$ cat config.mk
export PLATFORM = sky130hd
export DESIGN_NAME = spi_ctrl
export DESIGN_NICKNAME = d
export VERILOG_FILES = /design/src/rtl/spi_ctrl_pkg.sv /design/src/rtl/spi_shift.sv /design/src/rtl/spi_ctrl.sv
export SDC_FILE = /design/constraint.sdc
export NUM_CORES = 1
export LEC_CHECK = 0
export ABC_AREA = 1
export BUFFER_PORTS_ARGS = -buffer_cell sky130_fd_sc_hd__buf_4
export CAP_MARGIN = 20
export CORE_ASPECT_RATIO = 1.75
export CORE_MARGIN = 8
export CORE_UTILIZATION = 40
export DETAILED_ROUTE_END_ITERATION = 7
export PLACE_DENSITY = 0.65
export REMOVE_ABC_BUFFERS = 1
export SLEW_MARGIN = 20
export SYNTH_ARGS = -nofsm -noshare
export SYNTH_HDL_FRONTEND = slang
export SYNTH_HIERARCHICAL = 1
export SYNTH_SLANG_ARGS = --single-unit
$ cat constraint.sdc
create_clock -name clk -period 2.1 [get_ports clk]
set_input_delay 0.21 -clock clk [delete_from_list [all_inputs] [get_ports clk]]
set_output_delay 0.21 -clock clk [all_outputs]
set_load 0.01 [all_outputs]
$ cat src/rtl/spi_ctrl_pkg.sv
// rtl/spi_ctrl_pkg.sv - shared address window, register offsets and FSM state type for spi_ctrl
package spi_ctrl_pkg;

    // Peripheral window as seen by the top-level decoder; spi_ctrl itself only sees
    // base-stripped offsets, so only the window size matters inside the block.
    localparam logic [31:0] spi_base_addr = 32'h4000_0000;
    localparam logic [31:0] spi_top_addr  = 32'h4000_000F;

    // Register select values for spi_addr[3:2]
    localparam logic [1:0] REG_CTRL   = 2'd0;
    localparam logic [1:0] REG_STATUS = 2'd1;
    localparam logic [1:0] REG_TXDATA = 2'd2;
    localparam logic [1:0] REG_RXDATA = 2'd3;

    typedef enum logic [1:0] {
        ST_IDLE = 2'd0,
        ST_LO   = 2'd1,
        ST_HI   = 2'd2,
        ST_DONE = 2'd3
    } spi_state_t;

endpackage

$ cat src/rtl/spi_shift.sv
// rtl/spi_shift.sv - 8-bit mode-0 SPI shift engine with programmable half-period counter
//
// Ports:
//   clk, rst        system clock, synchronous active-low reset
//   start           launch a transfer (only honoured while idle)
//   tx_byte         byte to send, MSB first
//   clk_div         half-period length minus one, sampled at each half-period boundary
//   busy            high in LO, HI and DONE
//   done            one-cycle pulse in DONE; rx_byte is valid in that cycle
//   rx_byte         received byte
//   sclk, mosi      SPI clock (idle low) and serial data out
//   miso            serial data in, sampled on the rising SCLK edge
module spi_shift
    import spi_ctrl_pkg::*;
#(
    parameter int DIV_WIDTH = 8
) (
    input  logic                 clk,
    input  logic                 rst,
    input  logic                 start,
    input  logic [7:0]           tx_byte,
    input  logic [DIV_WIDTH-1:0] clk_div,
    output logic                 busy,
    output logic                 done,
    output logic [7:0]           rx_byte,
    output logic                 sclk,
    output logic                 mosi,
    input  logic                 miso
);

    spi_state_t           state;
    logic [7:0]           shift_reg;
    logic [2:0]           bit_cnt;
    logic [DIV_WIDTH-1:0] half_cnt;
    logic [DIV_WIDTH-1:0] half_div;
    logic                 half_end;

    // half_div is a snapshot of clk_div taken at every half-period boundary, so a
    // CTRL write mid-period never lets half_cnt run past its terminal value.
    assign half_end = (half_cnt == half_div);

    always_ff @(posedge clk) begin
        if (!rst) begin
            state     <= ST_IDLE;
            shift_reg <= 8'h00;
            bit_cnt   <= 3'd0;
            half_cnt  <= '0;
            half_div  <= '0;
            sclk      <= 1'b0;
            mosi      <= 1'b0;
        end else begin
            case (state)
                ST_IDLE: begin
                    if (start) begin
                        shift_reg <= tx_byte;
                        bit_cnt   <= 3'd0;
                        mosi      <= tx_byte[7];
                        half_cnt  <= '0;
                        half_div  <= clk_div;
                        state     <= ST_LO;
                    end
                end
                ST_LO: begin
                    if (half_end) begin
                        // Rising SCLK edge: capture miso into the vacated LSB
                        shift_reg <= {shift_reg[6:0], miso};
                        sclk      <= 1'b1;
                        half_cnt  <= '0;
                        half_div  <= clk_div;
                        state     <= ST_HI;
                    end else begin
                        half_cnt <= half_cnt + 1'b1;
                    end
                end
                ST_HI: begin
                    if (half_end) begin
                        sclk     <= 1'b0;
                        half_cnt <= '0;
                        half_div <= clk_div;
                        if (bit_cnt == 3'd7) begin
                            mosi  <= 1'b0;
                            state <= ST_DONE;
                        end else begin
                            bit_cnt <= bit_cnt + 3'd1;
                            // The register was shifted on the rising edge, so bit 7
                            // now holds the next bit to send.
                            mosi    <= shift_reg[7];
                            state   <= ST_LO;
                        end
                    end else begin
                        half_cnt <= half_cnt + 1'b1;
                    end
                end
                ST_DONE: begin
                    state <= ST_IDLE;
                end
                default: begin
                    state <= ST_IDLE;
                end
            endcase
        end
    end

    assign busy    = (state != ST_IDLE);
    assign done    = (state == ST_DONE);
    assign rx_byte = shift_reg;

endmodule

$ cat src/rtl/spi_ctrl.sv
// rtl/spi_ctrl.sv - memory-mapped SPI master: bus responder, registers, TXDATA stall
//
// Optional feature macro: SPI_IRQ_EN (adds spi_irpt and the R/W CTRL.irq_en bit)
//
// Ports:
//   clk, rst               system clock, synchronous active-low reset
//   spi_valid/instr/addr/  request from the core; held until spi_ready
//   spi_wdata/wstrb        (wstrb==0 is a read, instr=1 is a side-effect-free fetch)
//   spi_rdata, spi_ready   read data and one-cycle completion pulse
//   spi_sclk, spi_mosi     SPI clock (idle low) and serial out, MSB first
//   spi_miso               serial in
//   spi_cs_n               chip select, straight from CTRL.cs_n
//   spi_irpt               (SPI_IRQ_EN only) irq_en & rx_valid, registered
module spi_ctrl
    import spi_ctrl_pkg::*;
#(
    parameter int                   DIV_WIDTH = 8,
    parameter logic [DIV_WIDTH-1:0] DIV_RESET = 8'd3
) (
    input  logic        clk,
    input  logic        rst,
    input  logic        spi_valid,
    input  logic        spi_instr,
    input  logic [31:0] spi_addr,
    input  logic [31:0] spi_wdata,
    input  logic [3:0]  spi_wstrb,
    output logic [31:0] spi_rdata,
    output logic        spi_ready,
    output logic        spi_sclk,
    output logic        spi_mosi,
    input  logic        spi_miso,
    output logic        spi_cs_n
`ifdef SPI_IRQ_EN
    ,
    output logic        spi_irpt
`endif
);

    logic [DIV_WIDTH-1:0] clk_div;
    logic                 rx_valid;
    logic [7:0]           rx_data;
    logic                 rx_valid_nxt;

    logic                 sh_busy;
    logic                 sh_done;
    logic [7:0]           rx_byte;

    logic [1:0]           reg_sel;
    logic                 in_win;
    logic                 rd_req;
    logic                 wr_req;
    logic                 tx_launch_req;
    logic                 stall;
    logic                 accept;
    logic                 launch;
    logic                 ctrl_wr;
    logic [31:0]          rd_val;
    logic                 unused_bits;

`ifdef SPI_IRQ_EN
    logic                 irq_en;
    logic                 irq_en_nxt;
`endif

    assign reg_sel = spi_addr[3:2];
    assign in_win  = (spi_addr <= (spi_top_addr - spi_base_addr));

    // Fetches never write and never clear rx_valid, so they are neither reads nor writes here
    assign rd_req = in_win && !spi_instr && (spi_wstrb == 4'b0000);
    assign wr_req = in_win && !spi_instr && (spi_wstrb != 4'b0000);

    assign tx_launch_req = wr_req && (reg_sel == REG_TXDATA) && spi_wstrb[0];

    // Only a launching TXDATA write waits for the engine; everything else completes at latency 1
    assign stall   = tx_launch_req && sh_busy;
    assign accept  = spi_valid && !spi_ready && !stall;
    assign launch  = accept && tx_launch_req;
    assign ctrl_wr = accept && wr_req && (reg_sel == REG_CTRL);

    assign unused_bits = ^spi_wdata;

    always_comb begin
        rd_val = 32'h0;
        if (rd_req) begin
            case (reg_sel)
                REG_CTRL: begin
                    rd_val[DIV_WIDTH-1:0] = clk_div;
                    rd_val[8]             = spi_cs_n;
`ifdef SPI_IRQ_EN
                    rd_val[9]             = irq_en;
`endif
                end
                REG_STATUS: rd_val[1:0] = {rx_valid, sh_busy};
                REG_RXDATA: rd_val[7:0] = rx_data;
                default:    rd_val      = 32'h0;
            endcase
        end
    end

    // A completing transfer outranks an RXDATA read in the same cycle
    always_comb begin
        rx_valid_nxt = rx_valid;
        if (accept && rd_req && (reg_sel == REG_RXDATA)) begin
            rx_valid_nxt = 1'b0;
        end
        if (sh_done) begin
            rx_valid_nxt = 1'b1;
        end
    end

`ifdef SPI_IRQ_EN
    always_comb begin
        irq_en_nxt = irq_en;
        if (ctrl_wr && spi_wstrb[1]) begin
            irq_en_nxt = spi_wdata[9];
        end
    end
`endif

    always_ff @(posedge clk) begin
        if (!rst) begin
            spi_ready <= 1'b0;
            spi_rdata <= 32'h0;
            clk_div   <= DIV_RESET;
            spi_cs_n  <= 1'b1;
            rx_valid  <= 1'b0;
            rx_data   <= 8'h00;
`ifdef SPI_IRQ_EN
            irq_en    <= 1'b0;
            spi_irpt  <= 1'b0;
`endif
        end else begin
            spi_ready <= accept;
            spi_rdata <= accept ? rd_val : 32'h0;
            rx_valid  <= rx_valid_nxt;
            if (sh_done) begin
                rx_data <= rx_byte;
            end
            if (ctrl_wr) begin
                if (spi_wstrb[0]) begin
                    clk_div <= spi_wdata[DIV_WIDTH-1:0];
                end
                if (spi_wstrb[1]) begin
                    spi_cs_n <= spi_wdata[8];
                end
            end
`ifdef SPI_IRQ_EN
            irq_en   <= irq_en_nxt;
            // Built from next-state values so the interrupt rises with rx_valid
            spi_irpt <= irq_en_nxt & rx_valid_nxt;
`endif
        end
    end

    spi_shift #(
        .DIV_WIDTH(DIV_WIDTH)
    ) u_shift (
        .clk     (clk),
        .rst     (rst),
        .start   (launch),
        .tx_byte (spi_wdata[7:0]),
        .clk_div (clk_div),
        .busy    (sh_busy),
        .done    (sh_done),
        .rx_byte (rx_byte),
        .sclk    (spi_sclk),
        .mosi    (spi_mosi),
        .miso    (spi_miso)
    );

endmodule
; ---- Word level (Yosys, flattened, before mapping)
; Index checks and enable logic that the tools add are counted.
[classes]
n_addsub = 2
mul = 0
n_div = 0
n_lt_le_gt_ge = 1
eq_ne = 13
shift = 0
n_mux = 29
bitwise_logic = 0
n_reduce_logical = 39
[ops]
columns = operator, n
row1 = 8-bit two-way mux, 6
row2 = 8-bit one-hot mux with 2 select lines, 3
row3 = 32-bit by 4-bit <= comparator with 1-bit output (second input constant), 1
row4 = 3-bit AND reduction, 6
row5 = 1-bit logical AND, 13
row6 = 6-bit one-hot mux with 2 select lines, 1
row7 = 2-bit nonzero test, 6
row8 = 3-bit two-way mux, 3
row9 = 8-bit by 1-bit adder with 8-bit output (second input constant), 1
row10 = 2-bit == test (second input constant), 4
row11 = 8-bit == test, 1
row12 = 2-bit two-way mux, 4
row13 = 2-bit one-hot mux with 4 select lines, 1
row14 = 2-bit AND reduction, 4
row15 = 4-bit AND reduction, 2
row16 = 1-bit two-way mux, 7
row17 = 2-bit by 1-bit inequality test with 1-bit output (second input constant), 3
row18 = 2-bit one-hot mux with 3 select lines, 1
row19 = 3-bit one-hot mux with 2 select lines, 1
row20 = 2-bit by 1-bit == test with 1-bit output (second input constant), 2
row21 = 2-bit zero test, 2
row22 = 4-bit zero test, 1
row23 = 2-bit inequality test (second input constant), 2
row24 = 1-bit one-hot mux with 2 select lines, 2
row25 = 5 further kinds, 7
[totals]
register_bits = 82
latch_bits = 0
ram_bits = 0
rom_bits = 0
input_bits = 73
output_inout_bits = 36
word_cells = 99
n_memories = 0

; ---- Depth between registers and ports, before layout
[depth]
word_depth = 12
mapped_depth = 17
ltp_nobuf = 17

; ---- Modules after synthesis
; The synthesis kept the hierarchy.
[modules_own_cells]
columns = mod, n_inst, cells_each, area_per_inst_um2, seq_area_each_um2
row1 = spi_shift, 1, 234, 1670.4, 620.6
row2 = spi_ctrl, 1, 204, 1510.2, 560.5

; ---- Worst setup path after synthesis
; Ideal clock, no wire load.
[synth_timing]
kind = register to register
from = reg u_shift.state[0]
to = reg u_shift.half_cnt[7]
setup_time_ps = 117
arrival_ps = 1980
t_required_ps = 1983
path_slack_ps = 3
path_stages_with_launch = 14
path_buffers = 0
period_less_slack_ps = 2097
path_cell_list = dfxtp_1 > inv_1 > ha_1 > inv_2 > nand4_2 > nand2_1 > nor3_1 > nor2_4 > inv_2 > o21ai_2 > nor3_1 > nand2_1 > nor2_1 > nor3b_2
[synth_via]
elab_chain_len = 7
word_cells_on_any_way = 13
classes_between = eq/ne (3) / mux (1) / reduce/logical (9)
[synth_rtl]
columns = element, line_no
row1 = start: declaration, spi_shift.sv:31  ; spi_state_t state;
row2 = start signal: assignment, spi_shift.sv:44  ; state <= ST_IDLE;
row3 = start signal: assignment, spi_shift.sv:60  ; state <= ST_LO;
row4 = start signal: assignment, spi_shift.sv:70  ; state <= ST_HI;
row5 = 2-bit nonzero test, spi_shift.sv:104  ; assign busy = (state != ST_IDLE);
row6 = named net sh_busy, spi_ctrl.sv:44  ; logic sh_busy;
row7 = 1-bit logical AND, spi_ctrl.sv:75  ; assign stall = tx_launch_req && sh_busy;
row8 = 1-bit zero test, spi_ctrl.sv:76  ; assign accept = spi_valid && !spi_ready && !stall;
row9 = 1-bit logical AND, spi_ctrl.sv:76
row10 = 1-bit logical AND, spi_ctrl.sv:77  ; assign launch = accept && tx_launch_req;
row11 = named net launch, spi_ctrl.sv:55  ; logic launch;
row12 = 2-bit inequality test (no source line), -
row13 = 2-bit AND reduction (no source line), -
row14 = end signal: assignment, spi_shift.sv:72  ; half_cnt <= half_cnt + 1'b1;
row15 = end signal: assignment, spi_shift.sv:91  ; half_cnt <= half_cnt + 1'b1;
row16 = end: declaration, spi_shift.sv:34  ; logic [DIV_WIDTH-1:0] half_cnt;
; The timed path passes the listed nets, and every way through them passes these cells.
; A chain may end at the register's enable or synchronous reset.

; ---- Worst setup path after layout
; Ends and elaborated chain as after synthesis.

==> flow_metrics.tcl <==
set metrics [dict create \
    drive_above_1_share 0.2664 \
    dieArea_um2 11170 \
    r2r_cells 15 \
    path_max_fanout 5 \
    clk_latency_ns 0.33 \
    cts.path.max_buffers 2 \
    p_switching_w 0.001785 \
    avgSynthCellArea_um2 7.262 \
    synth_area_leader_cell "dfxtp_1" \
    postSynth.asyncResetShare 0 \
    swShare 0.3722 \
    final_cells 623 \
    gp_congestion 0.8599 \
    fmax_mhz 506.2 \
    rr_endpoint "u_shift/half_cnt[7]" \
    netlist.area_leader.share 0.3714 \
    first_pass_iters 5 \
    io_pins 109 \
    path_clk_slew_ns 0.05 \
    ys_seq_elements 59 \
    yosysSeqAreaShare 0.3714 \
    hold_viol_final 0 \
    synth_edf_count 0 \
    synth.top_cells.by_area "dfxtp_1 (37%), nand2_1 (12%), nor2_1 (8.1%)" \
    syn-cell-area_um2 3181 \
    p_int_w 0.003010 \
    p_per_area_nw_per_um2 1162 \
    crit_path_start "u_shift/state[0]" \
    wl_um 8119 \
    fin_tns_setup_ns 0 \
    grt_pass1_wl_um 13140 \
    worstSetupPathType "reg -> reg" \
    drt-wirelength-per-cell_um 13.03 \
    synth_cell_types 37 \
    synthFlopType "dfxtp_1" \
    cts_tree "built" \
    clock-root-buffer "clkbuf_16" \
    drtIter0Drc 156 \
    port_buffers 60 \
    worstPathRequired_ns 2.31 \
    r2r_setup_slack_ns 0.12 \
    grt_max_degree 35 \
    critPathArrivalTime_ns 2.19 \
    critPathCapture "u_shift/half_cnt[7]" \
    period_needed_ns 1.975 \
    setup_viol 0 \
    ir_worst_vdd_uv 520.3 \
    htreeDepth 3 \
    initial_utilization 0.4077 \
    p_seq_frac 0.297 \
    remaining_drc_errors 0 \
    status "completed" \
    dpl.hpwl_um 6471 \
    fillers 758 \
    dpl.cell_count 603 \
    timing.rr.start "u_shift/state[0]" \
    yosysMostFrequentCell "nand2_1" \
    synth.yosys.warnings 6 \
    avgViaCountPerCell 4.737 \
    synthCells 438 \
    grt_pass1_vias 2948 \
    combPwrFrac 0.410 \
    die_w_um 83.41 \
    overflow 0 \
    vias 2951 \
    cap_violations 0 \
    place_ws_ns -0.1415 \
    endpoint_kind "flip-flop" \
    fin_skew_ns 0.006034 \
    antenna_left 0 \
    numCtsBuffers 9 \
    yosys-top-cells-count "nand2_1 (102), nor2_1 (69), dfxtp_1 (59), inv_1 (36), buf_4 (24)" \
    nets 613 \
    pwr-share-clk 0.293 \
    power.leakage_nw 1.942 \
    die_h_um 134.0 \
    antenna_found_initial 0 \
    post-route-period-util 0.9407 \
    grt_use_total 0.1438 \
    syn_to_final_growth_pct 29.70 \
    layout_setup_ws_ns 0.1245 \
    antenna_cells 0 \
    clkSinkCount 59 \
    slew_violations 0 \
    core_um2 7801 \
    start_kind "flip-flop" \
    hold_class "in -> reg" \
    rows 43 \
    fin_util 0.5288 \
]
placed cells by master (no fill, tap or decap), types with 2 or more instances in the layout:
cell       count
inv_1         36
nor2_4         4
a21oi_2        2
nand2_2        5
dfxtp_1       58
buf_4         86
conb_1        23
xnor2_1        4
clkbuf_16      9
nor3_1         3
nor3b_2        3
nor2_2         5
nor3b_1        6
o22ai_1        4
nor2_1        68
nand2_1      101
nor3_2         4
clkbuf_1       2
clkbuf_8       4
nand4_2        2
nand2_4        6
inv_2          7
o21ai_0       20
a21oi_1       22
ha_1          12
nand3_1       20
a22o_1         2
nand4_1        4
worst max-delay path, stage by stage (launching register included):
cell and delay (ns):
dfxtp_2 0.32, inv_1 0.05, ha_1 0.21, inv_2 0.10
nand4_2 0.13, nand2_2 0.11, nor3_2 0.04, buf_4 0.13
nor2_4 0.11, inv_2 0.07, o21ai_4 0.09, nor3_1 0.08
buf_4 0.14, nand2_1 0.09, nand2_1 0.05, nor3b_2 0.14
metal layers:
metal	track usage	vias up	part of all wire
met3	0.03339	27	0.036
met4	0.1090	0	0.048
met5	0	-	0
met2	0.2775	67	0.57
met1	0.1222	1321	0.34
li1	-	1536	-
sequential cells by signal, indices dropped and copies added (netlist names):
name / flops
spi_rdata: 9
clk_div: 8
rx_data: 8
u_shift/half_cnt: 8
u_shift/half_div: 8
u_shift/rx_byte: 8
u_shift/bit_cnt: 3
u_shift/state: 2
rx_valid: 1
spi_cs_n: 1
spi_ready: 1
u_shift/mosi: 1
u_shift/sclk: 1
how the worst min path moves through the flow:
stage / from / to / slack, ns / depth (start not counted)
3_3_place_gp: spi_wdata[8] / spi_cs_n / 0.44 / 3
2_1_floorplan: rst / clk_div[0] / 0.29 / 1
3_5_place_dp: spi_cs_n / spi_rdata[8] / 0.44 / 2
5_1_grt: spi_wdata[8] / spi_cs_n / 0.14 / 3
4_1_cts: spi_wdata[8] / spi_cs_n / 0.11 / 3
6_report: spi_wdata[8] / spi_cs_n / 0.12 / 3
timing repair:
item	CTS	global route
gates resized for setup	0	6
setup buffers	0	3
hold buffers	0	0
endpoints found under the setup margin	0	25
per-stage QoR:
stage                     instance area [µm²]  hold slack (ns)  total power [W]
after floorplan                          3044           0.2947         0.002677
after global placement                   3780           0.4395         0.003279
after detailed placement                 3780           0.4426         0.003318
after CTS                                4073           0.1072         0.004742
after global routing                     4125           0.1394         0.005112
final                                    4125           0.1160         0.004795
final cells by class:
cell class | count | area, µm² | area share
Sequential cell | 59 | 1182 | 0.2866
Inverter | 44 | 165.2 | 0.04004
Timing Repair Buffer | 86 | 645.6 | 0.1565
Tap cell | 90 | 112.6 | 0.02730
Clock inverter | 1 | 5.005 | 0.001213
Multi-Input combinational cell | 328 | 1727 | 0.4186
Clock buffer | 15 | 287.8 | 0.06976
cells by family (layout without fill, tap and decap cells):
| group | after synthesis | in the layout | synth area share |
|---|---|---|---|
| buffers and inverters | 74 | 146 | 0.1208 |
| adder cells (fa/ha/maj) | 12 | 12 | 0.04721 |
| AO/OA/AOI/OAI | 55 | 55 | 0.09835 |
| other | 1 | 23 | 0.001179 |
| flip-flops | 59 | 59 | 0.3714 |
| XOR/XNOR | 4 | 4 | 0.01101 |
| AND/OR/NAND/NOR | 233 | 234 | 0.3501 |
power by group through the flow:
| stage | clock network, W | logic [W] | registers (W) |
|---|---|---|---|
| floorplan | 0 | 0.00126 | 0.00142 |
| CTS | 0.00144 | 0.00188 | 0.00142 |
| finish | 0.00140 | 0.00197 | 0.00142 |
| global placement | 0 | 0.00184 | 0.00144 |
| global route | 0.00148 | 0.00218 | 0.00145 |
| detailed placement | 0 | 0.00187 | 0.00144 |
(Power assumes the default switching activity.)
